`config.mk`:
```
export PLATFORM = sky130hd
export DESIGN_NAME = alu_arb
export DESIGN_NICKNAME = d
export VERILOG_FILES = /design/src/rtl/alu_arb.sv
export SDC_FILE = /design/constraint.sdc
export NUM_CORES = 1
export LEC_CHECK = 0
export ABC_AREA = 0
export CORE_AREA = 2 2 130 132
export CTS_CLUSTER_SIZE = 16
export DETAILED_ROUTE_END_ITERATION = 10
export DIE_AREA = 0 0 132 134
export GPL_TIMING_DRIVEN = 0
export PLACE_DENSITY_LB_ADDON = 0.05
export SETUP_SLACK_MARGIN = 0.15
export SYNTH_ARGS = -nofsm -noshare
export SYNTH_HDL_FRONTEND = slang
export SYNTH_SLANG_ARGS = --single-unit
```
`constraint.sdc`:
```
create_clock -name clk -period 2.8 [get_ports clk]
set_input_delay 0.56 -clock clk [delete_from_list [all_inputs] [get_ports clk]]
set_output_delay 0.56 -clock clk [all_outputs]
set_load 0.005 [all_outputs]
```
`src/rtl/alu_arb.sv`:
```
// Two-requester arbiter sharing one combinational ALU through an IDLE/ISSUE/RESP handshake FSM.
// Define ALU_ARB_RR_EN for round-robin arbitration; otherwise requester 0 has fixed priority.
module alu_arb (
  input  logic        clk,
  input  logic        resetn,

  input  logic        req0_valid,
  input  logic [11:0] req0_op,
  input  logic [31:0] req0_src1,
  input  logic [31:0] req0_src2,
  output logic        req0_ready,
  output logic        rsp0_valid,
  output logic [31:0] rsp0_result,
  output logic        rsp0_zero,
  input  logic        rsp0_ready,

  input  logic        req1_valid,
  input  logic [11:0] req1_op,
  input  logic [31:0] req1_src1,
  input  logic [31:0] req1_src2,
  output logic        req1_ready,
  output logic        rsp1_valid,
  output logic [31:0] rsp1_result,
  output logic        rsp1_zero,
  input  logic        rsp1_ready,

  output logic [11:0] alu_op,
  output logic [31:0] alu_src1,
  output logic [31:0] alu_src2,
  input  logic [31:0] alu_result,
  input  logic        alu_zero,

  output logic        busy
);

  typedef enum logic [1:0] {
    IDLE  = 2'd0,
    ISSUE = 2'd1,
    RESP  = 2'd2
  } state_t;

  state_t      r_state;
  logic        r_grant;
  logic [11:0] r_op;
  logic [31:0] r_src1;
  logic [31:0] r_src2;
  logic [31:0] r_result;
  logic        r_zero;

  logic        w_idle;
  logic        w_gnt;
  logic        w_accept;
  logic        w_rsp_hs;

  assign w_idle = (r_state == IDLE);

`ifdef ALU_ARB_RR_EN
  logic r_last_grant;

  // On contention, hand the ALU to whoever did not win last time.
  assign w_gnt = (req0_valid && req1_valid) ? ~r_last_grant : ~req0_valid;

  always_ff @(posedge clk or negedge resetn) begin
    if (!resetn) begin
      r_last_grant <= 1'b1;
    end else if (w_accept) begin
      r_last_grant <= w_gnt;
    end
  end
`else
  assign w_gnt = ~req0_valid;
`endif

  assign req0_ready = w_idle && req0_valid && !w_gnt;
  assign req1_ready = w_idle && req1_valid &&  w_gnt;
  assign w_accept   = req0_ready || req1_ready;

  assign rsp0_valid  = (r_state == RESP) && !r_grant;
  assign rsp1_valid  = (r_state == RESP) &&  r_grant;
  assign rsp0_result = rsp0_valid ? r_result : 32'd0;
  assign rsp1_result = rsp1_valid ? r_result : 32'd0;
  assign rsp0_zero   = rsp0_valid && r_zero;
  assign rsp1_zero   = rsp1_valid && r_zero;
  assign w_rsp_hs    = (rsp0_valid && rsp0_ready) || (rsp1_valid && rsp1_ready);

  // The ALU only sees operands during ISSUE so it idles at zero otherwise.
  assign alu_op   = (r_state == ISSUE) ? r_op   : 12'h000;
  assign alu_src1 = (r_state == ISSUE) ? r_src1 : 32'd0;
  assign alu_src2 = (r_state == ISSUE) ? r_src2 : 32'd0;

  assign busy = !w_idle;

  always_ff @(posedge clk or negedge resetn) begin
    if (!resetn) begin
      r_state  <= IDLE;
      r_grant  <= 1'b0;
      r_op     <= 12'h000;
      r_src1   <= 32'd0;
      r_src2   <= 32'd0;
      r_result <= 32'd0;
      r_zero   <= 1'b0;
    end else begin
      case (r_state)
        IDLE: begin
          if (w_accept) begin
            r_grant <= w_gnt;
            r_op    <= w_gnt ? req1_op   : req0_op;
            r_src1  <= w_gnt ? req1_src1 : req0_src1;
            r_src2  <= w_gnt ? req1_src2 : req0_src2;
            r_state <= ISSUE;
          end
        end
        ISSUE: begin
          r_result <= alu_result;
          r_zero   <= alu_zero;
          r_state  <= RESP;
        end
        RESP: begin
          if (w_rsp_hs) begin
            r_state <= IDLE;
          end
        end
        default: r_state <= IDLE;
      endcase
    end
  end

endmodule

```
Yosys cells after proc, flatten, opt, wreduce, memory -nomap -nowiden:

Cells that the tools add are included.

* bits in registers: 112
* output and inout port bits: 147

* muxes and demuxes: 11
* eq/ne operators: 4
* reduce and logical (&&, ||, !) cells: 17
* bitwise operators: 1

Operators by type and width (count)
* 2-to-1 mux 32 bit: 6
* 2-to-1 mux 12 bit: 2
* logical AND 1 bit: 10
* case mux 2 bit (3 select lines): 1
* 2-to-1 mux 2 bit: 2
* AND reduction 2 bit: 2
* == test 2 x 1 -> 1 bit, second input constant: 1
* == test 2 bit, second input constant: 1
* logical NOT 1 bit: 2
* logical NOT 2 bit: 1
* logical OR 1 bit: 2
* != test 2 x 1 -> 1 bit, second input constant: 1
* != test 2 bit, second input constant: 1
* NOT 1 bit: 1

Logic depth before layout (Yosys ltp):

* depth in word-level cells: 6
* mapped depth: 6
* gate-level depth less buffers: 3

Worst setup path after synthesis:

No wires, ideal clock.

* kind: input-to-reg
* start: input port req0_valid
* end: register r_op[0]
* cell stages on the path: 4
* slack: 1078 ps
* required time: 2675 ps
* data arrival time: 1597 ps
* cells stage by stage: buf_6 clkbuf_1 mux2_2 mux2_2

* cells in the longest elaborated chain, start to end: 4
* elaborated cells on any way between the ends: 7
* classes of those cells: 1 x mux; 1 x bitwise; 5 x reduce/logical

Ends and longest elaborated chain
* start, declared: line 7 `input logic req0_valid,`
* logical AND 1 bit or NOT 1 bit (tied branches): line 74, 71
* logical AND 1 bit (on tied branches): line 74, 75
* logical OR 1 bit: line 76 `assign w_accept = req0_ready || req1_ready;`
* AND reduction 2 bit (no source line)
* end signal, assigned: line 107 `r_op <= w_gnt ? req1_op : req0_op;`
* end, declared: line 44 `logic [11:0] r_op;`

Parallel ways exist; a longest one is shown, timed or not.
A chain may end at the register's enable or synchronous reset.

Worst setup path after layout:

* start: register r_state[0]
* end: output port rsp0_result[8]

* cells in the longest elaborated chain, start to end: 3

Ends and longest elaborated chain
* start, declared: line 42 `state_t r_state;`
* start signal, assigned: line 95 `r_state <= IDLE;`
* start signal, assigned: line 110 `r_state <= ISSUE;`
* start signal, assigned: line 116 `r_state <= RESP;`
* == test 2 bit: line 78 `assign rsp0_valid = (r_state == RESP) && !r_grant;`
* logical AND 1 bit: line 78
* 2-to-1 mux 32 bit: line 80 `assign rsp0_result = rsp0_valid ? r_result : 32'd0;`
* end, declared: line 13 `output logic [31:0] rsp0_result,`

Every way passes these cells.

==> metrics <==
ANT nets after route=0; Max clock buf depth=2; largest family of logic cells by synthesized area=multiplexers; CTS tree=yes; first-pass GRT wire length=29220 microns; number of port buffers=336; die width=132 microns; crit-path cells=nand2b_2 -> nor2_4 -> buf_6 -> and2_1 -> clkdlybuf4s50_1; GP Congestion=just under 0.9; period utilization=93.23%; drt first pass iters=4; CP endpoint kind=primary output; Post-Syn Area=6155 sq um; vias in the first global route=5241; Avg Inst Size Synth=12.59 sq um; Seq/Total Area, Yosys=between 40% and 50%; largest net degree at the start of global routing=between 70 and 80; critical-path maximum fanout=10; crit path DAT=2050 ps; n_diodes=0; r2r startpoint=r_state[1]; DP HPWL=approximately 15000 microns; number of library cell types mapped by synthesis=15; Post-Synth XOR/XNOR Area=0%; total gr overflow=0; DRC Markers=0; Worst Setup Start Kind=flop; CP max-delay cell=clkdlybuf4s50_1; initial antenna violation count=0; clock-pin slew on the worst setup and hold paths=70 ps; Yosys reg bits=112; Synth Area in Simple Gates=15.04%; cts hold-fix bufs=0; endpoints failing hold=0; Synth Net Count=~700; clk_skew=4.692 ps; Tmin final=2610 ps; vias post-DR=roughly 5000; worst vdd ir=0.0004807 V; worst slew pin tran=630.4 ps; fmax=0.3831 GHz; Root Buffer=clkbuf_16; initial core utilization=37.78%; Setup crit start=r_state[0]; Mapped Cells=489; initial drt markers=around 110; post-layout util=a little over three fifths; max incr delay on CP=roughly 500 ps; post-DR wirelength/cell=about 18 microns; Worst Setup Path Type=flop to primary output; CTS sink cnt=112; fillers=1362; Yosys Warn Count=0; vias per cell=4.681; setup repair after global routing missed its margin=yes; Die ar.=17690 sq um; TritonCTS Buffers=9; top-level I/O count=338; status=complete, no violations; Syn-to-layout area delta=65.58%; final layout net count=a little over 1000; total routed wirelength=18940 microns; LEAKAGE=4.185 nW; Hold Crit Class=input pin to asynchronous set/reset pin; Tot GR Track Use=21.18%; Clock Latency Late Sink=340 ps; Synth Area in Compound Gates=0.3253%; Slew headroom=57.97%; Die Y=134 microns; Max-Cap Viols=0; layout cells sized above 1=28.32%; core area=16290 sq um; Pins Over Slew Limit=0; critical path required time=~2200 ps; Core Rows=47; hold_ws=100.2 ps; post-synthesis mux area share=35.80%; pwr/cell area=about 840 nW/um^2; final setup violation count=0; synthesized-area fraction occupied by adder cells=0%; H-tree depth=3
## where the power goes
part	internal [mW]	total (mW)	switching [mW]	leakage, nW
clock network	0.624	1.19	0.566	0.136
registers	2.46	2.89	0.429	1.31
logic	2.94	4.53	1.58	2.74
## metrics by stage
stage	worst slack, ps	setup TNS (ps)	area (sq um)	instances	total power, mW
finish	189.6	0	10190	1064	8.606
detailed placement	230.1	0	9822	1046	7.373
global route	116.2	0	10190	1064	9.159
CTS	154.7	0	10140	1062	8.659
global placement	-3223	-359740	9793	1045	7.233
floorplan	1078	0	6155	489	5.184
## final timing paths
path	to	cells past startpoint	slack, ps
setup / recovery	rsp0_result[8]	5	190
hold / removal	r_result[3]	1	100
setup reg to reg	r_src1[0]	6	1020
hold reg to reg	r_op[9]	1	500
max in group asynchronous	r_op[4]	2	2000
min in group clk	r_op[9]	1	500
## flip-flops by register name, indices dropped and copies added, names as in the netlist
name      flops
r_zero        1
r_src2       32
r_src1       32
r_state       2
r_grant       1
r_op         12
r_result     32
## layer usage
metal | track usage (%) | vias to the layer above | part of all wire (%)
met5 | 0 | - | 0
met4 | 6.884 | 0 | 2.4
met3 | 5.933 | 27 | 7.4
met2 | 39.06 | 209 | 52
met1 | 23.55 | 2403 | 38
li1 | - | 2342 | -
## cells by family after synthesis
group / count (synthesis)
flip-flops: 112
buffers and inverters: 38
multiplexers: 186
AO/OA/AOI/OAI: 3
AND/OR/NAND/NOR: 150
## what timing repair did
action	4_1_cts	5_1_grt
pin swaps	1	2
setup buffers	0	2
setup endpoints to repair	138	132
gates resized for setup	23	30
## cell usage in the layout, fill, tap and decap left out, types with 4 or more instances in the layout
master and instances:
buf_2 13, clkdlybuf4s50_1 334, mux2_2 157, buf_6 12
mux2_4 29, clkbuf_1 7, and2_1 143, buf_4 5
clkbuf_4 4, clkinv_2 4, clkbuf_16 9, dfrtp_1 112
## layout make-up
cell class / instances / area [sq um] / share of cell area (%)
repair buffers: 339 / 3410 / 33.46
multi-input cells: 339 / 3169 / 31.10
flip-flops and latches: 112 / 2803 / 27.50
well taps: 220 / 275.3 / 2.701
plain buffers: 36 / 260.3 / 2.554
clock buffers: 12 / 246.5 / 2.419
clock inverters: 4 / 20.02 / 0.1964
inverters: 2 / 7.507 / 0.07366
## synth_stat cells (all sizes together)
| library cell | n | area share, % |
|---|---|---|
| nor2 | 4 | 0.24 |
| a21oi | 1 | 0.081 |
| nand2 | 1 | 0.061 |
| mux2 | 186 | 36 |
| o21a | 1 | 0.12 |
| nor2b | 1 | 0.10 |
| and2 | 143 | 15 |
| o21bai | 1 | 0.12 |
| clkbuf | 18 | 1.1 |
| inv | 2 | 0.12 |
| nand2b | 1 | 0.10 |
| dfrtp | 112 | 46 |
| buf | 18 | 2.1 |
## worst max-delay path: cells and delay by family, from the launching register on
family | cells | cell delay [ps]
simple gates | 3 | 650
buf+inv | 2 | 660
flops | 1 | 390
No activity file was read; power rests on OpenSTA's default activity.
